===== src/rtl/fetch_unit.sv =====
// Instruction fetch unit: drives a PC to a combinational instruction memory
// and registers each delivered instruction with its address.
module fetch_unit #(
  parameter logic [31:0] RESET_PC    = 32'd0,
  parameter int unsigned PC_LIMIT    = 4096,
  parameter logic [8:0]  HALT_OPCODE = 9'b111111111
) (
  input  logic        clk,
  input  logic        reset,
  input  logic        start,
  input  logic        stall,
  input  logic        branch_taken,
  input  logic [31:0] branch_target,
  input  logic [8:0]  instruction,
  output logic [31:0] current_pc,
  output logic [8:0]  fetched_instr,
  output logic [31:0] fetched_pc,
  output logic        instr_valid,
  output logic        done,
  output logic [31:0] instr_count
);

  typedef enum logic [1:0] {IDLE, FETCH, HALTED} state_t;

  localparam logic [31:0] LIMIT = 32'(PC_LIMIT);
  localparam logic [31:0] LAST  = LIMIT - 32'd1;

  state_t      state, state_nx;
  logic [31:0] pc, pc_nx;
  logic [8:0]  instr_q, instr_nx;
  logic [31:0] fpc_q, fpc_nx;
  logic        valid_q, valid_nx;
  logic [31:0] count_q, count_nx;

  always_ff @(posedge clk) begin
    if (reset) begin
      state   <= IDLE;
      pc      <= RESET_PC;
      instr_q <= '0;
      fpc_q   <= '0;
      valid_q <= 1'b0;
      count_q <= '0;
    end else begin
      state   <= state_nx;
      pc      <= pc_nx;
      instr_q <= instr_nx;
      fpc_q   <= fpc_nx;
      valid_q <= valid_nx;
      count_q <= count_nx;
    end
  end

  always_comb begin
    state_nx = state;
    pc_nx    = pc;
    instr_nx = instr_q;
    fpc_nx   = fpc_q;
    valid_nx = 1'b0;
    count_nx = count_q;
    unique case (state)
      IDLE, HALTED: begin
        if (start) begin
          state_nx = FETCH;
          pc_nx    = RESET_PC;
          count_nx = '0;
        end
      end
      FETCH: begin
        // Redirect beats the range check so a branch out of range halts next cycle.
        if (branch_taken) begin
          pc_nx = branch_target;
        end else if (pc >= LIMIT) begin
          state_nx = HALTED;
        end else if (!stall) begin
          instr_nx = instruction;
          fpc_nx   = pc;
          valid_nx = 1'b1;
          count_nx = count_q + 32'd1;
          if (instruction == HALT_OPCODE || pc == LAST)
            state_nx = HALTED;
          else
            pc_nx = pc + 32'd1;
        end
      end
      default: state_nx = IDLE;
    endcase
  end

  assign current_pc    = pc;
  assign fetched_instr = instr_q;
  assign fetched_pc    = fpc_q;
  assign instr_valid   = valid_q;
  assign instr_count   = count_q;
  assign done          = (state == HALTED);

endmodule


===== config.mk =====
export PLATFORM = sky130hd
export DESIGN_NAME = fetch_unit
export DESIGN_NICKNAME = d
export VERILOG_FILES = /design/src/rtl/fetch_unit.sv
export SDC_FILE = /design/constraint.sdc
export NUM_CORES = 1
export LEC_CHECK = 0
export BUFFER_PORTS_ARGS = -buffer_cell sky130_fd_sc_hd__buf_2
export CAP_MARGIN = 0
export CORE_ASPECT_RATIO = 1.1
export CORE_UTILIZATION = 30
export CTS_CLUSTER_DIAMETER = 120
export CTS_CLUSTER_SIZE = 20
export DETAILED_ROUTE_END_ITERATION = 8
export MAX_ROUTING_LAYER = met4
export SETUP_SLACK_MARGIN = 0.02
export SYNTH_ARGS = -nofsm -noshare
export SYNTH_HDL_FRONTEND = slang
export SYNTH_SLANG_ARGS = --single-unit

===== constraint.sdc =====
create_clock -name clk -period 2.2 [get_ports clk]
set_input_delay 0.44 -clock clk [delete_from_list [all_inputs] [get_ports clk]]
set_output_delay 0.44 -clock clk [all_outputs]
set_load 0.01 [all_outputs]

# Word-level counts from Yosys, hierarchy flattened
# Index checks and enable logic that the tools add are counted.
[totals] ff_bits=108 input_bits=46 output_inout_bits=107
[classes] n_bitwise=4 eq_ne=13 n_mux=17 add_sub_neg=2 n_lt_le_gt_ge=1 n_reduce_logical=9
[op_table] op="2-to-1 mux 32 bit" n=8
[op_table] op="case mux 32 bit (2 select lines)" n=2
[op_table] op="adder 32 x 1 -> 32 bit (second input constant)" n=2
[op_table] op="equality test 32 x 12 -> 1 bit (second input constant)" n=1
[op_table] op="greater-or-equal comparator 32 x 13 -> 1 bit (second input constant)" n=1
[op_table] op="!= test 3 bit (second input constant)" n=5
[op_table] op="2-to-1 mux 2 bit" n=5
[op_table] op="AND reduction 5 bit" n=2
[op_table] op="equality test 9 bit (second input constant)" n=1
[op_table] op="!= test 2 bit (second input constant)" n=4
[op_table] op="AND reduction 4 bit" n=2
[op_table] op="inverter 1 bit" n=4
[op_table] op="case mux 2 bit (2 select lines)" n=1
[op_table] op="OR reduction 4 bit" n=1
[op_table] op="equality test 2 x 1 -> 1 bit (second input constant)" n=1
[op_table] op="equality test 2 bit (second input constant)" n=1
[op_table] op="logical NOT 2 bit" n=1
[op_table] op="nonzero test 2 bit" n=1
[op_table] op="OR reduction 2 bit" n=1
[op_table] op="logical OR 1 bit" n=1
[op_table] op="2-to-1 mux 1 bit" n=1

# Depth between registers and ports, before layout
[logic_depth] ltp_word=7 ltp_mapped=9 mapped_depth_nobuf=7

# Least setup slack after synthesis
# No wires, ideal clock.
[synth_path] kind="register to register" start="register pc[0] (netlist: current_pc[0])" end="register pc[9] (netlist: current_pc[9])" slack_ns=-0.065 arrival_time_ns=2.195 stages_incl_launch_ff=9 synth_period_minus_slack_ns=2.265 path_cell_list="dfxtp_1 ha_1 nand2_1 nor4_4 nor4_4 o22ai_2 buf_2 nand2_1 a21oi_1"
[synth_between] elab_chain_len=6 word_cells_on_any_way=12
[synth_lines] element="start, declared" line_no="29" text="logic [31:0] pc, pc_nx;"
[synth_lines] element="start signal, assigned" line_no="45" text="pc <= pc_nx;"
[synth_lines] element="adder 32 x 1 -> 32 bit" line_no="82" text="pc_nx = pc + 32'd1;"
[synth_lines] element="2-to-1 mux 32 bit" line_no="79" text="if (instruction == HALT_OPCODE || pc == LAST)"
[synth_lines] element="2-to-1 mux 32 bit" line_no="74" text="end else if (!stall) begin"
[synth_lines] element="2-to-1 mux 32 bit" line_no="72" text="end else if (pc >= LIMIT) begin"
[synth_lines] element="2-to-1 mux 32 bit" line_no="70" text="if (branch_taken) begin"
[synth_lines] element="case mux 32 bit (2 select lines)" line_no="60" text="unique case (state)"
# Parallel ways exist; a longest one is shown, timed or not. The select of a mux whose other input is x is not followed.
# A chain may end at the register's enable or synchronous reset.

# Final worst setup path
[layout_path] start="register pc[20] (netlist: current_pc[20])" end="register count_q[31] (netlist: instr_count[31])"
[layout_between] elab_chain_len=3
[layout_lines] element="greater-or-equal comparator 32 x 13 -> 1 bit" line_no="72"
[layout_lines] element="!= test 2 bit (no line)"
[layout_lines] element="AND reduction 5 bit (no line)"
[layout_lines] element="end signal, assigned" line_no="49" text="count_q <= count_nx;"
[layout_lines] element="end, declared" line_no="33" text="logic [31:0] count_q, count_nx;"
# No other way between the ends.

==> run summary <==
The synthesized design contains 108 register bits. Registers take 2170 um2. The worst setup path is launched from a register. For this design the ratio of total power to cell area is 657 nW/um2. The port buffer count is 152, and the post-layout total power is 4420 uW.

Using the TritonRoute via totals, the vias-per-cell ratio works out to 4.95. In this run the count of I/O pins placed on the die edge is 153. The logs give 108 for the number of clock sinks seen by CTS and 2 for the number of buffers on the longest clock path. Share of flip-flops with an asynchronous set or reset: 0%. Traced cell by cell, the critical path runs through nor4_4, nand3_2, o31a_1, buf_4, buf_4, nor4b_1, xnor2_1, nor2_1.

The worst path uses 97.3% of the clock period. The library cell occupying the most area in the post-synthesis netlist was dfxtp_1. The first global-routing pass estimated 23.4 mm of wire.

The average size of a mapped cell came out at 8.25 um2. The worst hold path belongs to the class input port to register. The synthesized design contains 0 enable-type register cells. The tool flagged a number of max-cap violations equal to 0.

In the final layout, the share of cells above drive strength 1 is 36.0%. At the end of routability-driven placement, the weighted congestion stood at 0.863. The initial standard-cell utilization of the core is 31.1%, and the number of DRC markers after the initial detailed-route iteration is 323.

The tools report the die area as 16400 um2. For this run, design rule violations remaining after detail routing come to 0. The layout-stage area growth over the synthesis result came out at 41.6%. The post-layout minimum cycle time is 2140 ps, and the count of filler cells inserted in the layout is 1570.

The count of nets left with antenna violations once routing finished came out at 0. The layout net count is 843, and the leakage component of the power is 0.00286 uW. Setup repair after global routing could not meet its margin everywhere. The height of the die works out to 134 um.

Static timing analysis puts the maximum clock frequency at 467 MHz. Sorting the synthesized cells by area gives the leading types as dfxtp_1 45%, a21oi_1 6.2%, nand2_1 6.2%. The tools report the maximum number of pins on one net before global-route repair as 41.

The net count of the mapped netlist came out at 625. In the synthesized netlist the dominant register cell turns out to be dfxtp_1. For the post-synthesis cell count, the log shows 576. In this run the worst path has a maximum fanout of 9.

Summed over all layers, the routed wires come to 15.0 mm. After synthesis, flip-flops and latches occupy 45.5% of the total area. TritonCTS built the clock tree.

For this design, the CTS-stage hold fixing added 0 buffers. The tools report the number of hold violations in the final report as 0. Setup violations remaining at the end of the flow were counted as 0. The run gives 0 as the initial antenna violation count. The combined global-route utilization of all metal layers came out at 19.0%. Most frequent cell on the critical path: buf_4.

At the worst endpoint, the arrival time is 2390 ps. The tools report the number of max-slew violations in the final report as 0. The final route contains 4927 vias. The number of placed cells counting well taps was 973. The flow ran to the end, and the final reports show no timing, DRC or antenna violations.

Headroom to the max-slew limit came out at 70.3%. The critical path capture point type is a register. The synthesized netlist contains 52 unique library cells. The number of CTS-inserted buffers came out at 9. Once detailed placement completed, the half-perimeter wirelength came to 11.2 mm.

The worst hold slack across all endpoints was 326 ps. The setup skew after layout is 8.99 ps, and the core area is 15300 um2. The run gives 47 as the number of rows in the core area. The width of the die works out to 122 um. The final core utilization is 44.0%, and the Yosys warning count is 0. The mapped netlist covers 4750 um2. For the latest clock arrival within the worst-skew pair, the log shows 360 ps. For the pin with the worst max-slew slack, the measured transition is 445 ps. The largest single stage delay on the critical path is 380 ps. Dividing the detail-routed wire length by the instance count gives 15.1 um. The highest-delay cell along the critical path was nor4b_1. The required time reported for the critical path endpoint was 2440 ps. The synthesized design devotes to its leading area cell type 45.5% of total area. 0 antenna diodes ended up in the layout. The residual overflow from global routing is 0, and the multi-input logic area is 2540 um2. Leaving out filler cells and counting taps, the final layout contains 995. Startpoint-to-endpoint class of the critical path: register to register.

The maximum level of the CTS H-tree is 3, and the clock transition at the registers of the reported paths is 70 ps. Across the VDD grid, the largest voltage drop is 0.382 mV. The tree is rooted in a clkbuf_16.

For this run, the detailed router's first-pass iteration total came to 5. The number of global-route vias before repair came out at 4510.
==> layout make-up <==
| class | count | share of cell area (%) |
|---|---|---|
| multi-input cells | 428 | 37.8 |
| flip-flops and latches | 108 | 32.2 |
| repair buffers | 238 | 21.4 |
| well taps | 196 | 3.64 |
| clock buffers | 11 | 3.61 |
| clock inverters | 5 | 0.892 |
| inverters | 9 | 0.502 |
==> cells in the final DEF, fill, tap and decap left out, types with 10 or more instances in the layout <==
master	instances
nor4_1	13
buf_4	80
or3_1	10
nor2_1	55
a21oi_1	57
o21ai_0	20
nor3_1	15
and2_1	21
xnor2_1	23
dfxtp_1	102
nand3_1	28
buf_2	152
nand2_1	77
a22oi_1	10
==> state kept, by name (all words and copies together), names as in the netlist <==
register       flops
fetched_pc        32
current_pc        32
instr_valid        1
instr_count       32
fetched_instr      9
state              2
==> through the flow <==
stage / TNS, ps / instance area [um2] / setup slack, ps
2_1_floorplan: 0 / 4790 / 23.3
3_3_place_gp: -208 / 6290 / -52.9
3_5_place_dp: -349 / 6290 / -71.7
4_1_cts: 0 / 6620 / 27.1
5_1_grt: -281 / 6730 / -56.1
6_report: 0 / 6730 / 58.7
==> kinds of logic after synthesis <==
family | after synthesis | share of synthesized area [%]
simple gates | 277 | 30.2
flops | 108 | 45.5
mux | 1 | 0.211
xor+xnor | 27 | 4.97
fa+ha+maj | 3 | 0.790
buf+inv | 40 | 3.29
compound gates | 120 | 15.1
==> worst paths after layout <==
path                startpoint          endpoint  slack (ps)  cells after the start
min reg2reg   fetched_instr[6]  fetched_instr[6]         450                      2
min          branch_target[26]    current_pc[26]         330                      3
max reg2reg     current_pc[20]   instr_count[31]          60                      8
max             current_pc[20]   instr_count[31]          60                      8
==> critical path, delay by kind of cell, from the launching register on <==
kind	cells	cell delay, ps
AO/OA/AOI/OAI	1	370
XOR/XNOR	1	160
buffers and inverters	2	330
flip-flops	1	340
AND/OR/NAND/NOR	4	850
==> metal layers <==
layer | global-route usage, % | vias to the layer above | wire length, um | part of all wire (%)
met4 | 8.09 | 0 | 366 | 2.4
met5 | - | - | 0 | 0
met1 | 25.3 | 2253 | 7110 | 47
met3 | 2.64 | 26 | 824 | 5.5
li1 | - | 2471 | - | -
met2 | 28.5 | 177 | 6690 | 45
==> cell usage after synthesis, types with 2 or more instances <==
library cell	n
a211oi_1	2
a21o_1	4
a21oi_1	59
a22o_1	2
a22oi_1	10
a31o_2	2
a31oi_1	4
and2_1	21
and3_1	4
and4_1	4
buf_1	2
buf_2	5
clkbuf_1	24
dfxtp_1	108
ha_1	3
inv_1	9
nand2_1	78
nand2b_1	8
nand3_1	28
nand3b_1	3
nand4_1	8
nor2_1	57
nor2b_1	4
nor3_1	17
nor4_1	16
nor4_2	3
nor4_4	2
nor4b_1	4
o21ai_0	22
o31ai_1	2
o32ai_1	3
or2_2	2
or3_1	11
or4_4	2
xnor2_1	23
xor2_1	4
==> report_power, final <==
| part | internal (uW) | leakage, uW | switching (uW) |
|---|---|---|---|
| logic | 329 | 0.00184 | 409 |
| clock network | 919 | 0.000146 | 753 |
| registers | 1990 | 0.000874 | 23.1 |
==> what timing repair did <==
item,CTS,global route
hold endpoints to repair,0,0
pin swaps,5,8
gates resized for setup,5,20
setup buffers,1,5
setup endpoints to repair,11,28
No activity file was read; power rests on OpenSTA's default activity.
